--- config.mk ---
export PLATFORM = sky130hd
export DESIGN_NAME = fc_tile_ctrl
export DESIGN_NICKNAME = d
export VERILOG_FILES = /design/src/rtl/fc_pkg.sv /design/src/rtl/fc_addr_gen.sv /design/src/rtl/fc_tile_ctrl.sv
export SDC_FILE = /design/constraint.sdc
export NUM_CORES = 1
export LEC_CHECK = 0
export CAP_MARGIN = 20
export CORE_AREA = 2 2 68 119
export DETAILED_ROUTE_END_ITERATION = 8
export DIE_AREA = 0 0 70 121
export GPL_TIMING_DRIVEN = 1
export HOLD_SLACK_MARGIN = 0.08
export PLACE_DENSITY = 0.76
export SLEW_MARGIN = 0
export SYNTH_ARGS = -nofsm -noshare
export SYNTH_HDL_FRONTEND = slang
export SYNTH_SLANG_ARGS = --single-unit
--- constraint.sdc ---
create_clock -name clk -period 7.6 [get_ports clk]
set_input_delay 1.52 -clock clk [delete_from_list [all_inputs] [get_ports clk]]
set_output_delay 1.52 -clock clk [all_outputs]
set_load 0.05 [all_outputs]
--- src/rtl/fc_pkg.sv ---
// Shared types and default sizing for the fully-connected tile controller.
//   fc_state_e : sequencer states
//   FC_*       : default parameter values used by fc_tile_ctrl / fc_addr_gen
package fc_pkg;

  typedef enum logic [1:0] {
    IDLE  = 2'd0,
    CLEAR = 2'd1,
    READ  = 2'd2,
    DRAIN = 2'd3
  } fc_state_e;

  localparam int FC_NODE_W   = 7;
  localparam int FC_LANES    = 4;
  localparam int FC_WADDR_W  = 14;
  localparam int FC_PIPE_LAT = 2;

endpackage

--- src/rtl/fc_addr_gen.sv ---
// Read address generator for one FC job.
//   ld_i        : new job, clear read index and weight base
//   inc_i       : advance read index by one
//   next_pass_i : step weight base by in_num_i, restart read index
//   in_num_i    : latched input node count (nonzero while a job runs)
//   i_o         : current read index (ifmap address)
//   wbase_o     : weight address of the current pass's first word
//   last_rd_o   : read index is at the final input node
module fc_addr_gen
  import fc_pkg::*;
#(
  parameter int NODE_W  = FC_NODE_W,
  parameter int WADDR_W = FC_WADDR_W
) (
  input  logic               clk,
  input  logic               rst_n,
  input  logic               ld_i,
  input  logic               inc_i,
  input  logic               next_pass_i,
  input  logic [NODE_W-1:0]  in_num_i,
  output logic [NODE_W-1:0]  i_o,
  output logic [WADDR_W-1:0] wbase_o,
  output logic               last_rd_o
);

  logic [NODE_W-1:0]  i_q, i_d;
  logic [WADDR_W-1:0] wbase_q, wbase_d;

  // Weight base accumulates the input count each pass so the weight
  // address needs no multiplier.
  always_comb begin
    i_d     = i_q;
    wbase_d = wbase_q;
    if (ld_i) begin
      i_d     = '0;
      wbase_d = '0;
    end else if (next_pass_i) begin
      i_d     = '0;
      wbase_d = wbase_q + WADDR_W'(in_num_i);
    end else if (inc_i) begin
      i_d     = i_q + NODE_W'(1);
    end
  end

  always_ff @(posedge clk or negedge rst_n) begin
    if (!rst_n) begin
      i_q     <= '0;
      wbase_q <= '0;
    end else begin
      i_q     <= i_d;
      wbase_q <= wbase_d;
    end
  end

  assign i_o       = i_q;
  assign wbase_o   = wbase_q;
  assign last_rd_o = (i_q == in_num_i - NODE_W'(1));

endmodule

--- src/rtl/fc_tile_ctrl.sv ---
// Fully-connected layer sequencer. Splits out_node_num outputs into
// ceil(out/LANES) passes; each pass clears the accumulators, streams
// in_node_num ifmap/weight reads, waits out the MAC pipeline and then
// flags the results with a lane mask and output base index.
//   start_i / busy_o / done_o       : job handshake
//   in_node_num_i / out_node_num_i  : job sizes, sampled on accepted start
//   ifmap_rden_o / ifmap_rdptr_o    : ifmap buffer read port
//   wbuf_rden_o / wbuf_rdptr_o      : weight buffer read port
//   rst_buf_n_o                     : active-low accumulator clear
//   valid_o / lane_mask_o / out_base_o / last_o : pass result flags
// Every output is decoded from registers only.
module fc_tile_ctrl
  import fc_pkg::*;
#(
  parameter int NODE_W   = FC_NODE_W,
  parameter int LANES    = FC_LANES,
  parameter int WADDR_W  = FC_WADDR_W,
  parameter int PIPE_LAT = FC_PIPE_LAT
) (
  input  logic               clk,
  input  logic               rst_n,
  input  logic               start_i,
  input  logic [NODE_W-1:0]  in_node_num_i,
  input  logic [NODE_W-1:0]  out_node_num_i,
  output logic               busy_o,
  output logic               done_o,
  output logic               ifmap_rden_o,
  output logic [NODE_W-1:0]  ifmap_rdptr_o,
  output logic               wbuf_rden_o,
  output logic [WADDR_W-1:0] wbuf_rdptr_o,
  output logic               rst_buf_n_o,
  output logic               valid_o,
  output logic [LANES-1:0]   lane_mask_o,
  output logic [NODE_W-1:0]  out_base_o,
  output logic               last_o
);

  localparam int DRW = (PIPE_LAT < 1) ? 1 : $clog2(PIPE_LAT + 1);

  fc_state_e          state_q, state_d;
  logic [DRW-1:0]     drain_q, drain_d;
  logic [NODE_W-1:0]  in_q, in_d;
  logic [NODE_W-1:0]  out_q, out_d;
  logic [NODE_W:0]    base_q, base_d;   // extra bit: base may pass 2^NODE_W-1
  logic               done_q, done_d;

  logic               ld, inc, next_pass, last_rd;
  logic [NODE_W-1:0]  rd_i;
  logic [WADDR_W-1:0] wbase;
  logic               drain_end, last_c;
  logic [LANES-1:0]   mask_c;

  fc_addr_gen #(.NODE_W(NODE_W), .WADDR_W(WADDR_W)) u_addr (
    .clk         (clk),
    .rst_n       (rst_n),
    .ld_i        (ld),
    .inc_i       (inc),
    .next_pass_i (next_pass),
    .in_num_i    (in_q),
    .i_o         (rd_i),
    .wbase_o     (wbase),
    .last_rd_o   (last_rd)
  );

  assign drain_end = (state_q == DRAIN) && (drain_q == DRW'(PIPE_LAT));

  // Lane l carries a real output when base+l < out; compared one bit wider
  // than base so nothing wraps.
  always_comb begin
    mask_c = '0;
    for (int l = 0; l < LANES; l++)
      mask_c[l] = ({1'b0, base_q} + (NODE_W+2)'(l)) < {2'b0, out_q};
  end
  assign last_c = ({1'b0, base_q} + (NODE_W+2)'(LANES)) >= {2'b0, out_q};

  always_comb begin
    state_d   = state_q;
    drain_d   = drain_q;
    in_d      = in_q;
    out_d     = out_q;
    base_d    = base_q;
    done_d    = 1'b0;
    ld        = 1'b0;
    inc       = 1'b0;
    next_pass = 1'b0;
    unique case (state_q)
      IDLE: begin
        if (start_i) begin
          if ((in_node_num_i != '0) && (out_node_num_i != '0)) begin
            in_d    = in_node_num_i;
            out_d   = out_node_num_i;
            base_d  = '0;
            ld      = 1'b1;
            state_d = CLEAR;
          end else begin
            done_d = 1'b1;   // empty job: immediate completion
          end
        end
      end
      CLEAR: state_d = READ;
      READ: begin
        if (last_rd) begin
          drain_d = '0;
          state_d = DRAIN;
        end else begin
          inc = 1'b1;
        end
      end
      DRAIN: begin
        if (drain_end) begin
          if (last_c) begin
            done_d  = 1'b1;
            state_d = IDLE;
          end else begin
            base_d    = base_q + (NODE_W+1)'(LANES);
            next_pass = 1'b1;
            state_d   = CLEAR;
          end
        end else begin
          drain_d = drain_q + DRW'(1);
        end
      end
      default: state_d = IDLE;
    endcase
  end

  always_ff @(posedge clk or negedge rst_n) begin
    if (!rst_n) begin
      state_q <= IDLE;
      drain_q <= '0;
      in_q    <= '0;
      out_q   <= '0;
      base_q  <= '0;
      done_q  <= 1'b0;
    end else begin
      state_q <= state_d;
      drain_q <= drain_d;
      in_q    <= in_d;
      out_q   <= out_d;
      base_q  <= base_d;
      done_q  <= done_d;
    end
  end

  assign busy_o        = (state_q != IDLE);
  assign done_o        = done_q;
  assign ifmap_rden_o  = (state_q == READ);
  assign wbuf_rden_o   = (state_q == READ);
  assign ifmap_rdptr_o = rd_i;
  assign wbuf_rdptr_o  = wbase + WADDR_W'(rd_i);
  assign rst_buf_n_o   = (state_q != CLEAR);
  assign valid_o       = drain_end;
  assign lane_mask_o   = drain_end ? mask_c : '0;
  assign out_base_o    = drain_end ? base_q[NODE_W-1:0] : '0;
  assign last_o        = drain_end & last_c;

endmodule
==> flow_summary.ini <==
[detailed_routing]
wire_per_inst_um = 15.9
drc = 0
drt-initial-drc-count = 130
dr.pass1.iters = 4
postRouteAntennaNets = 0
num_vias = 3265
routed_wl_um = 8860
routed_via_density = 5.86

[sta]
setup_viol = 0
period_share = 0.660
setup_ws_ns = 2.58
tns_ns = 0
period_needed_ns = 5.02
hold_viol = 0
final_max_slew_viol_count = 0
rsz0062_at_grt = false
finalClockSkew_ns = 0.00401
slew_headroom = 0.343
fmax_mhz = 199
max_slew.worst_pin.slew_ns = 0.977

[placed_design]
post-place-ws_ns = 2.93
dp_cells = 548
dp.final_hpwl_um = 6810
io_buffers = 53
place.gp.congestion = 0.902

[cts]
htreeDepth = 2
cts_root_buf = clkbuf_16
clk_pin_slew_ns = 0.07
clk_latency_ns = 0.29
cts_resized = 0
cts_tree = built
clock_sinks = 46
hold_buffers = 0
cts.path.max_buffers = 2
cts_setup_buffers = 0
cts_buffers = 5

[cells_and_area]
regArea_mm2 = 0.00115
fin_util = 0.594
multi_input_area_mm2 = 0.00232
layout.cells.non_filler = 557
syn_to_final_growth_pct = 20.9
finalNetCount = 529
fill_cells = 660
antenna_cells = 0
post_route_cells_drive_above_1_share = 0.0554

[synth]
synthCells = 421
synthTopCellsByCount = 46 x dfrtp_1, 42 x ha_1, 39 x nand2_1
synth_top_cell_area_share = 0.314
ys_seq_area_frac = 0.314
avgSynthCellArea_um2 = 8.71
yosys_warnings = 0
yosysMostFrequentCell = dfrtp_1
synth_ff_type = dfrtp_1
ys_ff_latch = 46
syn-cell-area_mm2 = 0.00367
synth-edff-count = 0
synth_cell_types = 55
synth_top_cell_by_area = dfrtp_1
async_flop_share = 1.00
synth_area_leaders = dfrtp_1 31%, ha_1 14%, xnor2_1 4.1%

[global_route]
grt_pass1_vias = 3273
antenna_found_initial = 0
grt_overflow = 0
grt_max_degree = 47
track_usage = 0.223
grt_first_pass_wirelength_um = 15300

[critical_path]
crit_fanout = 8
r2r_cells = 7
critPathCaptureType = primary output
cp.arrival_ns = 3.50
worst_setup_path_start_kind = flop
critPathRequiredTime_ns = 6.08
rrSetupSlack_ns = 4.37
setup.worst_path.class = reg -> out

[pwr]
combPwrFrac = 0.607
p_switching_uw = 826
powerDensity_mw_per_mm2 = 390
swShare = 0.479
peakVddDrop_mv = 0.176
internal-power_uw = 900
power.leakage_uw = 0.00205
pwr-share-clk = 0.145
seqPwrFrac = 0.248

[die]
io_pins = 56
dieHeight_um = 121
rows = 42
die_w_um = 70
die_area_mm2 = 0.00847
initial_core_util = 0.491
design.core.area_mm2 = 0.00746

[min_path]
hp-class = reg -> reg
hold_depth = 2

[run_status]
status = completed

[run]
drv_cap = 0
==> flip-flops by register name, indices dropped and copies added (netlist names) <==
| signal | flops |
|---|---|
| u_addr.i_o | 7 |
| state_q | 2 |
| base_q | 6 |
| drain_q | 2 |
| out_q | 7 |
| in_q | 7 |
| done_o | 1 |
| u_addr.wbase_o | 14 |
==> through the flow <==
step	total power (uW)	hold WS [ns]	instance area (um^2)
floorplan	1200	0.487	3670
global placement	1450	0.500	4250
detailed placement	1480	0.518	4250
CTS	1730	0.533	4410
global route	1870	0.563	4430
finish	1730	0.526	4430
==> power by group through the flow <==
stage | Sequential, uW | Combinational [uW] | Clock [uW]
6_report | 429 | 1050 | 250
5_1_grt | 440 | 1160 | 265
4_1_cts | 426 | 1050 | 254
3_5_place_dp | 430 | 1050 | 0
3_3_place_gp | 426 | 1020 | 0
2_1_floorplan | 422 | 783 | 0
==> critical path, cell delays in order (launching register included) <==
cell and delay, ns:
dfrtp_1 0.49, ha_1 0.22, inv_1 0.06, fa_1 0.40
nor2b_1 0.12, o21ai_0 0.10, a21boi_0 0.27, o21ai_0 0.21
a211oi_1 0.34, xor2_1 0.18, clkdlybuf4s50_1 0.81
==> final timing paths <==
path / start / endpoint
max: u_addr.i_o[0] / wbuf_rdptr_o[12]
min: drain_q[1] / drain_q[1]
max reg2reg: in_q[1] / state_q[0]
min reg2reg: drain_q[1] / drain_q[1]
max in group asynchronous: rst_n / base_q[7]
min in group asynchronous: rst_n / u_addr.wbase_o[8]
==> kinds of logic after synthesis <==
| family | share of synthesized area |
|---|---|
| compound gates | 0.177 |
| xor+xnor | 0.0683 |
| fa+ha+maj | 0.154 |
| buf+inv | 0.0553 |
| flops | 0.314 |
| mux | 0.0355 |
| other cells | 0.00102 |
| simple gates | 0.195 |
==> layout make-up <==
type                            instances  share of cell area
Sequential cell                        46               0.260
Tap cell                               88              0.0248
Timing Repair Buffer                   56               0.126
Multi-Input combinational cell        326               0.524
Clock inverter                          3             0.00903
Clock buffer                            5              0.0282
Inverter                               33              0.0280
==> per-layer routing <==
metal / track usage / wire length, um / vias to the layer above
li1: - / - / 1592
met1: 0.241 / 3470 / 1574
met2: 0.424 / 4770 / 74
met3: 0.0224 / 246 / 25
met4: 0.108 / 367 / 0
met5: 0 / 0 / -
==> layout by cell type, fill, tap and decap left out, drive strengths merged, types with 7 or more instances in the layout <==
master | Yosys | final
ha | 42 | 42
or3 | 8 | 8
mux2 | 8 | 8
a21oi | 22 | 22
clkdlybuf4s50 | 0 | 52
o21ai | 28 | 28
xnor2 | 17 | 17
nand2 | 39 | 39
o21a | 7 | 7
and3 | 8 | 8
inv | 33 | 33
nand3 | 8 | 8
dfrtp | 46 | 46
xor2 | 9 | 9
nor3 | 13 | 13
nor2 | 27 | 27
Power figures use the tool's default switching activity.
